===== config.mk =====
export PLATFORM = sky130hd
export DESIGN_NAME = onehot_event_encoder
export DESIGN_NICKNAME = d
export VERILOG_FILES = /design/src/rtl/onehot_enc_pkg.sv /design/src/rtl/onehot_event_encoder_rr_pick.sv /design/src/rtl/onehot_event_encoder.sv
export SDC_FILE = /design/constraint.sdc
export NUM_CORES = 1
export LEC_CHECK = 0
export BUFFER_PORTS_ARGS = -buffer_cell sky130_fd_sc_hd__buf_2
export CAP_MARGIN = 5
export CORE_MARGIN = 2
export CORE_UTILIZATION = 54
export CTS_CLUSTER_DIAMETER = 80
export CTS_CLUSTER_SIZE = 20
export DETAILED_ROUTE_END_ITERATION = 8
export PLACE_DENSITY = 0.78
export SLEW_MARGIN = 20
export SYNTH_ARGS = -nofsm -noshare
export SYNTH_HDL_FRONTEND = slang
export SYNTH_SLANG_ARGS = --single-unit

===== constraint.sdc =====
create_clock -name clk -period 4.14 [get_ports clk]
set_input_delay 0.621 -clock clk [delete_from_list [all_inputs] [get_ports clk]]
set_output_delay 0.621 -clock clk [all_outputs]
set_load 0.01 [all_outputs]

===== src/rtl/onehot_enc_pkg.sv =====
// rtl/onehot_enc_pkg.sv - shared types and helpers for the one-hot event encoder
package onehot_enc_pkg;

    localparam int N_LINES = 16;
    localparam int IDX_W   = 4;

    typedef logic [IDX_W-1:0]   idx_t;
    typedef logic [N_LINES-1:0] lines_t;

    typedef enum logic {
        IDLE    = 1'b0,
        PRESENT = 1'b1
    } enc_state_t;

    // True when more than one line is set (clearing the lowest set bit leaves something)
    function automatic logic is_multi(input lines_t v);
        return (v & (v - lines_t'(1))) != '0;
    endfunction

endpackage


===== src/rtl/onehot_event_encoder_rr_pick.sv =====
// rtl/onehot_event_encoder_rr_pick.sv - round-robin pick of first set request at/after ptr
module rr_pick
    import onehot_enc_pkg::*;
(
    input  lines_t req,
    input  idx_t   ptr,
    output logic   any,
    output idx_t   idx
);

    idx_t cand;

    // Scan offsets from farthest to nearest so the nearest set line (wrapping) wins last
    always_comb begin
        any  = 1'b0;
        idx  = '0;
        cand = '0;
        for (int i = N_LINES - 1; i >= 0; i--) begin
            cand = ptr + idx_t'(i);
            if (req[cand]) begin
                any = 1'b1;
                idx = cand;
            end
        end
    end

endmodule


===== src/rtl/onehot_event_encoder.sv =====
// rtl/onehot_event_encoder.sv - sticky one-hot capture with round-robin index output; optional ONEHOT_ENC_ERR_COUNT_EN
module onehot_event_encoder
    import onehot_enc_pkg::*;
(
    input  logic        clk,
    input  logic        rst,
    input  logic [15:0] d_in,
    input  logic        in_valid,
    output logic [3:0]  out_idx,
    output logic        out_valid,
    input  logic        out_ready,
    output logic [15:0] pending,
    output logic        multi_err,
    output logic        overrun,
    input  logic        clr_err
`ifdef ONEHOT_ENC_ERR_COUNT_EN
    ,
    output logic [7:0]  err_count
`endif
);

    enc_state_t state;
    enc_state_t state_next;
    lines_t     cap;
    lines_t     clear_mask;
    lines_t     pending_next;
    logic       accept;
    logic       grant;
    logic       multi_hit;
    logic       overrun_hit;
    logic       pick_any;
    idx_t       pick_idx;
    idx_t       ptr;

    rr_pick u_pick (
        .req (pending),
        .ptr (ptr),
        .any (pick_any),
        .idx (pick_idx)
    );

    // Capture/clear datapath: a line recaptured on its accept cycle survives as a new event
    always_comb begin
        cap          = in_valid ? d_in : '0;
        accept       = (state == PRESENT) && out_ready;
        clear_mask   = accept ? (lines_t'(1) << out_idx) : '0;
        multi_hit    = is_multi(cap);
        overrun_hit  = |(cap & pending & ~clear_mask);
        pending_next = (pending & ~clear_mask) | cap;
    end

    // Next-state: present one grant, hold until accepted, then a mandatory idle bubble
    always_comb begin
        state_next = state;
        grant      = 1'b0;
        case (state)
            IDLE: begin
                if (pick_any) begin
                    grant      = 1'b1;
                    state_next = PRESENT;
                end
            end
            PRESENT: begin
                if (out_ready) begin
                    state_next = IDLE;
                end
            end
            default: state_next = IDLE;
        endcase
    end

    // State register
    always_ff @(posedge clk) begin
        if (rst) begin
            state <= IDLE;
        end else begin
            state <= state_next;
        end
    end

    // Pending flags, output index/valid, round-robin pointer and sticky errors
    always_ff @(posedge clk) begin
        if (rst) begin
            pending   <= '0;
            out_idx   <= '0;
            out_valid <= 1'b0;
            ptr       <= '0;
            multi_err <= 1'b0;
            overrun   <= 1'b0;
        end else begin
            pending <= pending_next;
            if (grant) begin
                out_idx   <= pick_idx;
                out_valid <= 1'b1;
            end else if (accept) begin
                out_valid <= 1'b0;
            end
            if (accept) begin
                ptr <= out_idx + idx_t'(1);
            end
            // A new error in the same cycle as clr_err keeps the flag set
            multi_err <= (multi_err & ~clr_err) | multi_hit;
            overrun   <= (overrun & ~clr_err) | overrun_hit;
        end
    end

`ifdef ONEHOT_ENC_ERR_COUNT_EN
    // Saturating count of erroneous captures, at most one per cycle
    always_ff @(posedge clk) begin
        if (rst) begin
            err_count <= '0;
        end else if (clr_err) begin
            err_count <= (multi_hit | overrun_hit) ? 8'd1 : 8'd0;
        end else if ((multi_hit | overrun_hit) && (err_count != 8'hFF)) begin
            err_count <= err_count + 8'd1;
        end
    end
`endif

endmodule


; ---- Word level (Yosys, flattened, before mapping)
; Index checks and enable logic that the tools add are counted.
[word_totals]
regBits = 28
latch_bits = 0
ram_bits = 0
mem_bits_ro = 0
in_bits = 21
output_inout_bits = 23
elab_cells = 129
n_memories = 0
[classes]
add_sub_neg = 17
multipliers = 0
div = 0
order_cmp = 16
n_eq_ne = 0
shifts = 1
n_mux = 72
n_bitwise = 12
reduce_logical = 4
[op_table]
columns = cell, count
row1 = $lt 4x5->1 const B, 16
row2 = $and 16x16->16, 4
row3 = $bmux 1 s4, 16
row4 = $mux 4, 16
row5 = $mux 1, 37
row6 = $add 4x4->4 const B, 8
row7 = $mux 16, 2
row8 = $add 4x3->4 const B, 4
row9 = $not 16->16, 1
row10 = $or 16x16->16, 1
row11 = $reduce_bool 16->1, 1
row12 = $reduce_or 16->1, 1
row13 = $shl 1x4->16 const A, 1
row14 = $sub 16x1->16 const B, 1
row15 = $add 4x1->4 const B, 2
row16 = $add 4x2->4 const B, 2
row17 = $and 1x1->1, 2
row18 = $not 1->1, 2
row19 = $or 1x1->1, 2
row20 = $pmux 1 s2, 1
row21 = $reduce_bool 2->1, 1
row22 = $logic_and 1x1->1, 1

; ---- Depth between registers and ports, before layout
[depth]
ltp_word = 22
mapped_depth = 16
ltp_nobuf = 10

; ---- By module
; A second synthesis with hierarchy kept.
[hier_totals]
hier_cells = 476
hier_area_um2 = 3932.5
[modules_own_cells]
columns = module, instances, cells_per_inst, area_per_inst_um2, seq_area_each_um2
row1 = rr_pick, 1, 259, 2328.5, 0.0
row2 = onehot_event_encoder, 1, 217, 1604.0, 560.5

; ---- Worst setup path after synthesis
; OpenSTA, ideal clock, no wires.
[synth_path]
path_kind = register -> register
from = register ptr[1]
to = register out_idx[1]
setup_time_ns = 0.122
arrival_ns = 4.173
t_required_ns = 4.018
setup_slack_ns = -0.155
path_stages_with_launch = 16
n_path_buf = 5
period_less_slack_ns = 4.295
cell_sequence = dfxtp_1 buf_2 buf_2 clkinv_1 ha_1 buf_4 buf_6 clkbuf_1 mux4_2 mux2_2 mux2i_1 mux2_2 o211ai_1 a211oi_1 o31a_1 o311a_1
[synth_via]
elab_chain_len = 21
word_cells_on_any_way = 81
[synth_lines]
columns = element, line
row1 = start: declaration, onehot_event_encoder.sv:33  ; idx_t ptr;
row2 = start signal: assignment, onehot_event_encoder.sv:99  ; ptr <= out_idx + idx_t'(1);
row3 = $add 4x4->4, onehot_event_encoder_rr_pick.sv:19  ; cand = ptr + idx_t'(i);
row4 = $bmux 1 s4, onehot_event_encoder_rr_pick.sv:20  ; if (req[cand]) begin
row5 = $mux 1 (implied by the code), onehot_event_encoder_rr_pick.sv:20
row6 = $mux 1 (16 in a row), onehot_event_encoder_rr_pick.sv:20
row7 = $mux 1, onehot_event_encoder.sv:58  ; if (pick_any) begin
row8 = $mux 1, onehot_event_encoder.sv:56  ; case (state)
row9 = end signal: assignment, onehot_event_encoder.sv:93  ; out_idx <= pick_idx;
row10 = end: declaration, onehot_event_encoder.sv:9  ; output logic [3:0] out_idx,
; Parallel ways exist; a longest one is shown, timed or not. The select of a mux whose other input is x is not followed.
; A chain may end at the register's enable or synchronous reset.

; ---- Worst setup path in the final report
; Same ends and word-level chain as after synthesis.

==> results.rst <==
.. list-table::
   :header-rows: 1

   * - Metric
     - Value
   * - Full die area
     - ~0.0076 mm^2
   * - Synth top area share
     - 0.192
   * - Sequential element share of the synthesized area
     - 0.149
   * - Non-filler cells, final
     - ~540
   * - Cells after Synth
     - 430
   * - Final Max Slew Viols
     - 0
   * - Area inside the core boundary
     - roughly 0.0068 mm^2
   * - Total of flip-flops plus latches after synthesis
     - 28
   * - Highest achievable clock rate
     - around 0.26 GHz
   * - Vias/cell
     - roughly 7.1
   * - Combinational family with the most area after synthesis
     - multiplexers
   * - Synthesized-area fraction occupied by ao, oa, aoi and oai cells
     - 0.214
   * - Top fanout value on the critical path
     - 11
   * - Proportion of synthesized flip-flops having asynchronous set or reset
     - 0
   * - Met3 routing resource usage after global routing
     - 0.0294
   * - Actual transition at the worst max-transition pin
     - approximately 0.80 ns
   * - Number of vias in the routed layout
     - a little under 4000
   * - Clock skew
     - approximately 0.0029 ns
   * - Clock Tree Buf Depth
     - 2
   * - Number of antenna diodes
     - 0
   * - Number of global-route vias before repair
     - roughly 3600
   * - Die extent in x
     - 87.3 um
   * - Warnings from Yosys
     - 0
   * - Sum of overflow across all layers after global routing
     - 0
   * - Number of enable flip-flop cells after synthesis
     - 0
   * - CTS tree
     - built
   * - Share of final-layout standard cells stronger than drive strength 1
     - 0.256
   * - Post-synthesis share of cell area spent on and, or, nand and nor gates
     - 0.186
   * - Pre-Repair DR Iteration Count
     - 5
   * - Xor-xnor portion of the synthesized cell area
     - 0.0347
   * - Post-CTS setup buffers
     - 0
   * - Final worst path period share
     - 0.931
   * - Starting utilization of the core area
     - 0.555
   * - Leading register cell type out of synthesis
     - sky130_fd_sc_hd__dfxtp_1
   * - Largest net degree at the start of global routing
     - 34
   * - Cts hold-fix bufs
     - 0
   * - Height of the die
     - around 87 um
   * - Slew Limit Headroom
     - 0.468
   * - Kind of end point of the critical path
     - flop
   * - Overall fraction of global-route tracks in use
     - 0.317
   * - Routed wirelength normalized by instance count
     - around 22 um
   * - Outcome
     - completed
   * - Worst vdd ir
     - ~0.00021 V
   * - Data required time of the worst path
     - 4.31 ns
   * - Total leakage power
     - between 1.5 and 2 nW
   * - Initial drt markers
     - just over 400
   * - Power density normalized to cell area
     - ~390 mW/mm^2
   * - Setup slack after placement
     - 0.361 ns
   * - Mean cell area of the mapped netlist
     - 8.72 um^2
   * - Remaining DRCs
     - 0
   * - Time the worst path needs with I/O delays and setup
     - around 3.9 ns
   * - Total cell area at the placement stage
     - between 0.004 and 0.005 mm^2
   * - Io pins
     - 44
   * - Wire length of the first global-routing pass
     - 18.9 mm
   * - Final hold violation count
     - 0
   * - Total wire length
     - approximately 12 mm
   * - Layout overhead on the synthesized area
     - 8.57%
   * - Global routing usage on met2
     - 0.517
   * - Share of synthesized area spent on multiplexers
     - 0.325
   * - Final HPWL from detailed placement
     - between 8 and 9 mm
   * - Count of max-cap constraint violations
     - 0
   * - Arrival time worst endpoint
     - a little over 4 ns
   * - Net Count, Synth
     - between 400 and 500
   * - Antenna-violating nets left
     - 0
   * - Final Cell Area
     - about 0.0041 mm^2
   * - Post-Place Cells
     - ~540
   * - Worst hold-check path type
     - reg -> reg
   * - Clock slew at the register clock pins of the worst setup and hold paths
     - ~0.090 ns
   * - Clock root cell
     - sky130_fd_sc_hd__clkbuf_8
   * - Clk sink count
     - 28
   * - RePlAce Congestion
     - roughly 1.0
   * - Antenna violations before repair
     - 0
   * - Met1 demand-to-capacity share in global routing
     - 0.426
   * - Final total power
     - between 1.5 and 2 mW
   * - Startpoint type of the worst setup path
     - flop
   * - RSZ-0062 raised after global routing
     - false
   * - Worst-skew pair later-pin latency
     - between 0.2 and 0.3 ns
   * - Setup total negative slack
     - 0 ns
   * - Biggest area consumer among synthesized cells
     - sky130_fd_sc_hd__mux4_2
   * - Post-cts resize count
     - 0
   * - Number of unique standard cell types used by synthesis
     - 69
   * - Worst setup path category
     - reg -> reg
   * - Std cell rows
     - 30
   * - Finish-stage setup viols
     - 0
   * - Total number of H-tree levels
     - 1
   * - Most Crowded Layer GR
     - met2
   * - Number of buffer cells added on primary ports
     - between 40 and 50
   * - Number of buffers created by CTS
     - 3
   * - Synth area leaders
     - sky130_fd_sc_hd__mux4_2 19%, sky130_fd_sc_hd__dfxtp_1 15%, sky130_fd_sc_hd__mux2_2 5.4%
   * - Worst Setup Slack, final
     - 0.285 ns
   * - Final #Nets
     - 500
   * - Summed instance area of the synthesized netlist
     - ~0.0038 mm^2
   * - Filler cells
     - between 600 and 700
   * - Adder-cell share of the synthesized area
     - 0.0487
-- cell usage after synthesis, types with 3 or more instances --
| master | instances |
|---|---|
| sky130_fd_sc_hd__xnor2_1 | 7 |
| sky130_fd_sc_hd__a21oi_1 | 24 |
| sky130_fd_sc_hd__and2_1 | 5 |
| sky130_fd_sc_hd__a211oi_1 | 5 |
| sky130_fd_sc_hd__nor2_1 | 49 |
| sky130_fd_sc_hd__buf_6 | 3 |
| sky130_fd_sc_hd__nand3_1 | 11 |
| sky130_fd_sc_hd__a2111oi_0 | 3 |
| sky130_fd_sc_hd__buf_2 | 5 |
| sky130_fd_sc_hd__ha_1 | 13 |
| sky130_fd_sc_hd__a21boi_0 | 4 |
| sky130_fd_sc_hd__a221oi_1 | 4 |
| sky130_fd_sc_hd__nor3_1 | 10 |
| sky130_fd_sc_hd__a32oi_1 | 3 |
| sky130_fd_sc_hd__mux4_2 | 32 |
| sky130_fd_sc_hd__o22ai_1 | 3 |
| sky130_fd_sc_hd__o211ai_1 | 5 |
| sky130_fd_sc_hd__xor2_1 | 6 |
| sky130_fd_sc_hd__o21ai_0 | 20 |
| sky130_fd_sc_hd__nand4_1 | 4 |
| sky130_fd_sc_hd__nor3b_1 | 3 |
| sky130_fd_sc_hd__dfxtp_1 | 28 |
| sky130_fd_sc_hd__clkbuf_1 | 12 |
| sky130_fd_sc_hd__or4_1 | 3 |
| sky130_fd_sc_hd__mux2_2 | 18 |
| sky130_fd_sc_hd__a22oi_1 | 16 |
| sky130_fd_sc_hd__mux2_1 | 6 |
| sky130_fd_sc_hd__nand2_1 | 43 |
| sky130_fd_sc_hd__inv_1 | 8 |
| sky130_fd_sc_hd__and3_1 | 5 |
| sky130_fd_sc_hd__a32o_1 | 3 |
| sky130_fd_sc_hd__mux2i_1 | 20 |
| sky130_fd_sc_hd__o21a_1 | 4 |
| sky130_fd_sc_hd__a31oi_1 | 4 |
-- stage by stage --
| stage | utilization | hold slack, ns |
|---|---|---|
| 6_report | 0.603 | 0.476 |
| 5_1_grt | 0.603 | 0.488 |
| 4_1_cts | 0.603 | 0.473 |
| 3_5_place_dp | 0.597 | 0.454 |
| 3_3_place_gp | 0.597 | 0.452 |
| 2_1_floorplan | - | 0.481 |
-- state kept, by name, indices dropped and copies added (netlist names) --
register   flops
ptr            4
pending       16
multi_err      1
overrun        1
out_valid      1
state          1
out_idx        4
-- worst max-delay path, cell delays in order (launching register included) --
cell                       delay, ns
sky130_fd_sc_hd__dfxtp_1        0.38
sky130_fd_sc_hd__clkinv_2       0.19
sky130_fd_sc_hd__ha_1           0.53
sky130_fd_sc_hd__buf_4          0.25
sky130_fd_sc_hd__mux4_2         0.33
sky130_fd_sc_hd__mux2_2         0.34
sky130_fd_sc_hd__mux2i_1        0.43
sky130_fd_sc_hd__mux2_2         0.39
sky130_fd_sc_hd__o211ai_1       0.22
sky130_fd_sc_hd__a211oi_1       0.09
sky130_fd_sc_hd__o31a_1         0.32
sky130_fd_sc_hd__o311a_1        0.28
-- path summary, 6_finish.rpt --
| check | startpoint | to | cells after the start | slack (ns) |
|---|---|---|---|---|
| hold / removal | out_valid | out_valid | 2 | 0.48 |
| setup reg to reg | ptr[1] | out_idx[1] | 11 | 0.28 |
| hold reg to reg | out_valid | out_valid | 2 | 0.48 |
| setup / recovery | ptr[1] | out_idx[1] | 11 | 0.28 |
-- cell usage in the layout (no fill, tap or decap), types with 4 or more instances in the layout --
cell                        n
sky130_fd_sc_hd__buf_4     12
sky130_fd_sc_hd__mux2_1     6
sky130_fd_sc_hd__a21oi_1   24
sky130_fd_sc_hd__inv_1      8
sky130_fd_sc_hd__mux2i_1   20
sky130_fd_sc_hd__nand3_1   11
sky130_fd_sc_hd__o21ai_0   20
sky130_fd_sc_hd__o211ai_1   5
sky130_fd_sc_hd__xor2_1     6
sky130_fd_sc_hd__nand4_1    4
sky130_fd_sc_hd__a221oi_1   4
sky130_fd_sc_hd__mux2_2    18
sky130_fd_sc_hd__mux4_2    32
sky130_fd_sc_hd__buf_2     43
sky130_fd_sc_hd__and2_1     5
sky130_fd_sc_hd__a21boi_0   4
sky130_fd_sc_hd__a22oi_1   16
sky130_fd_sc_hd__nor3_1    10
sky130_fd_sc_hd__a211oi_1   5
sky130_fd_sc_hd__nand2_1   43
sky130_fd_sc_hd__and3_1     5
sky130_fd_sc_hd__a31oi_1    4
sky130_fd_sc_hd__xnor2_1    7
sky130_fd_sc_hd__ha_1      13
sky130_fd_sc_hd__nor2_1    49
sky130_fd_sc_hd__dfxtp_1   28
sky130_fd_sc_hd__o21a_1     4
-- logic make-up after synthesis --
| logic type | count (synthesis) |
|---|---|
| buffers and inverters | 33 |
| XOR/XNOR | 14 |
| multiplexers | 78 |
| AND/OR/NAND/NOR | 147 |
| adder cells (fa/ha/maj) | 15 |
| AO/OA/AOI/OAI | 115 |
| flip-flops | 28 |
-- per-layer routing --
metal / up-vias / wire, um
met5: - / 0
met4: 0 / 505
met3: 43 / 805
met2: 209 / 5660
met1: 1883 / 4900
li1: 1740 / -
-- report_power, final --
group	internal, mW	total [mW]	switching, mW	leakage (nW)
Clock	0.0655	0.150	0.0849	0.0216
Sequential	0.301	0.372	0.0709	0.232
Combinational	0.458	1.06	0.600	1.34
-- area by class of cell --
| type | instances | area, um^2 | share of cell area |
|---|---|---|---|
| clock buffers | 3 | 41.3 | 0.0101 |
| inverters | 9 | 35.0 | 0.00860 |
| multi-input cells | 369 | 3030 | 0.744 |
| flip-flops and latches | 28 | 561 | 0.138 |
| well taps | 80 | 100 | 0.0246 |
| repair buffers | 55 | 305 | 0.0750 |
Power figures use the tool's default switching activity.
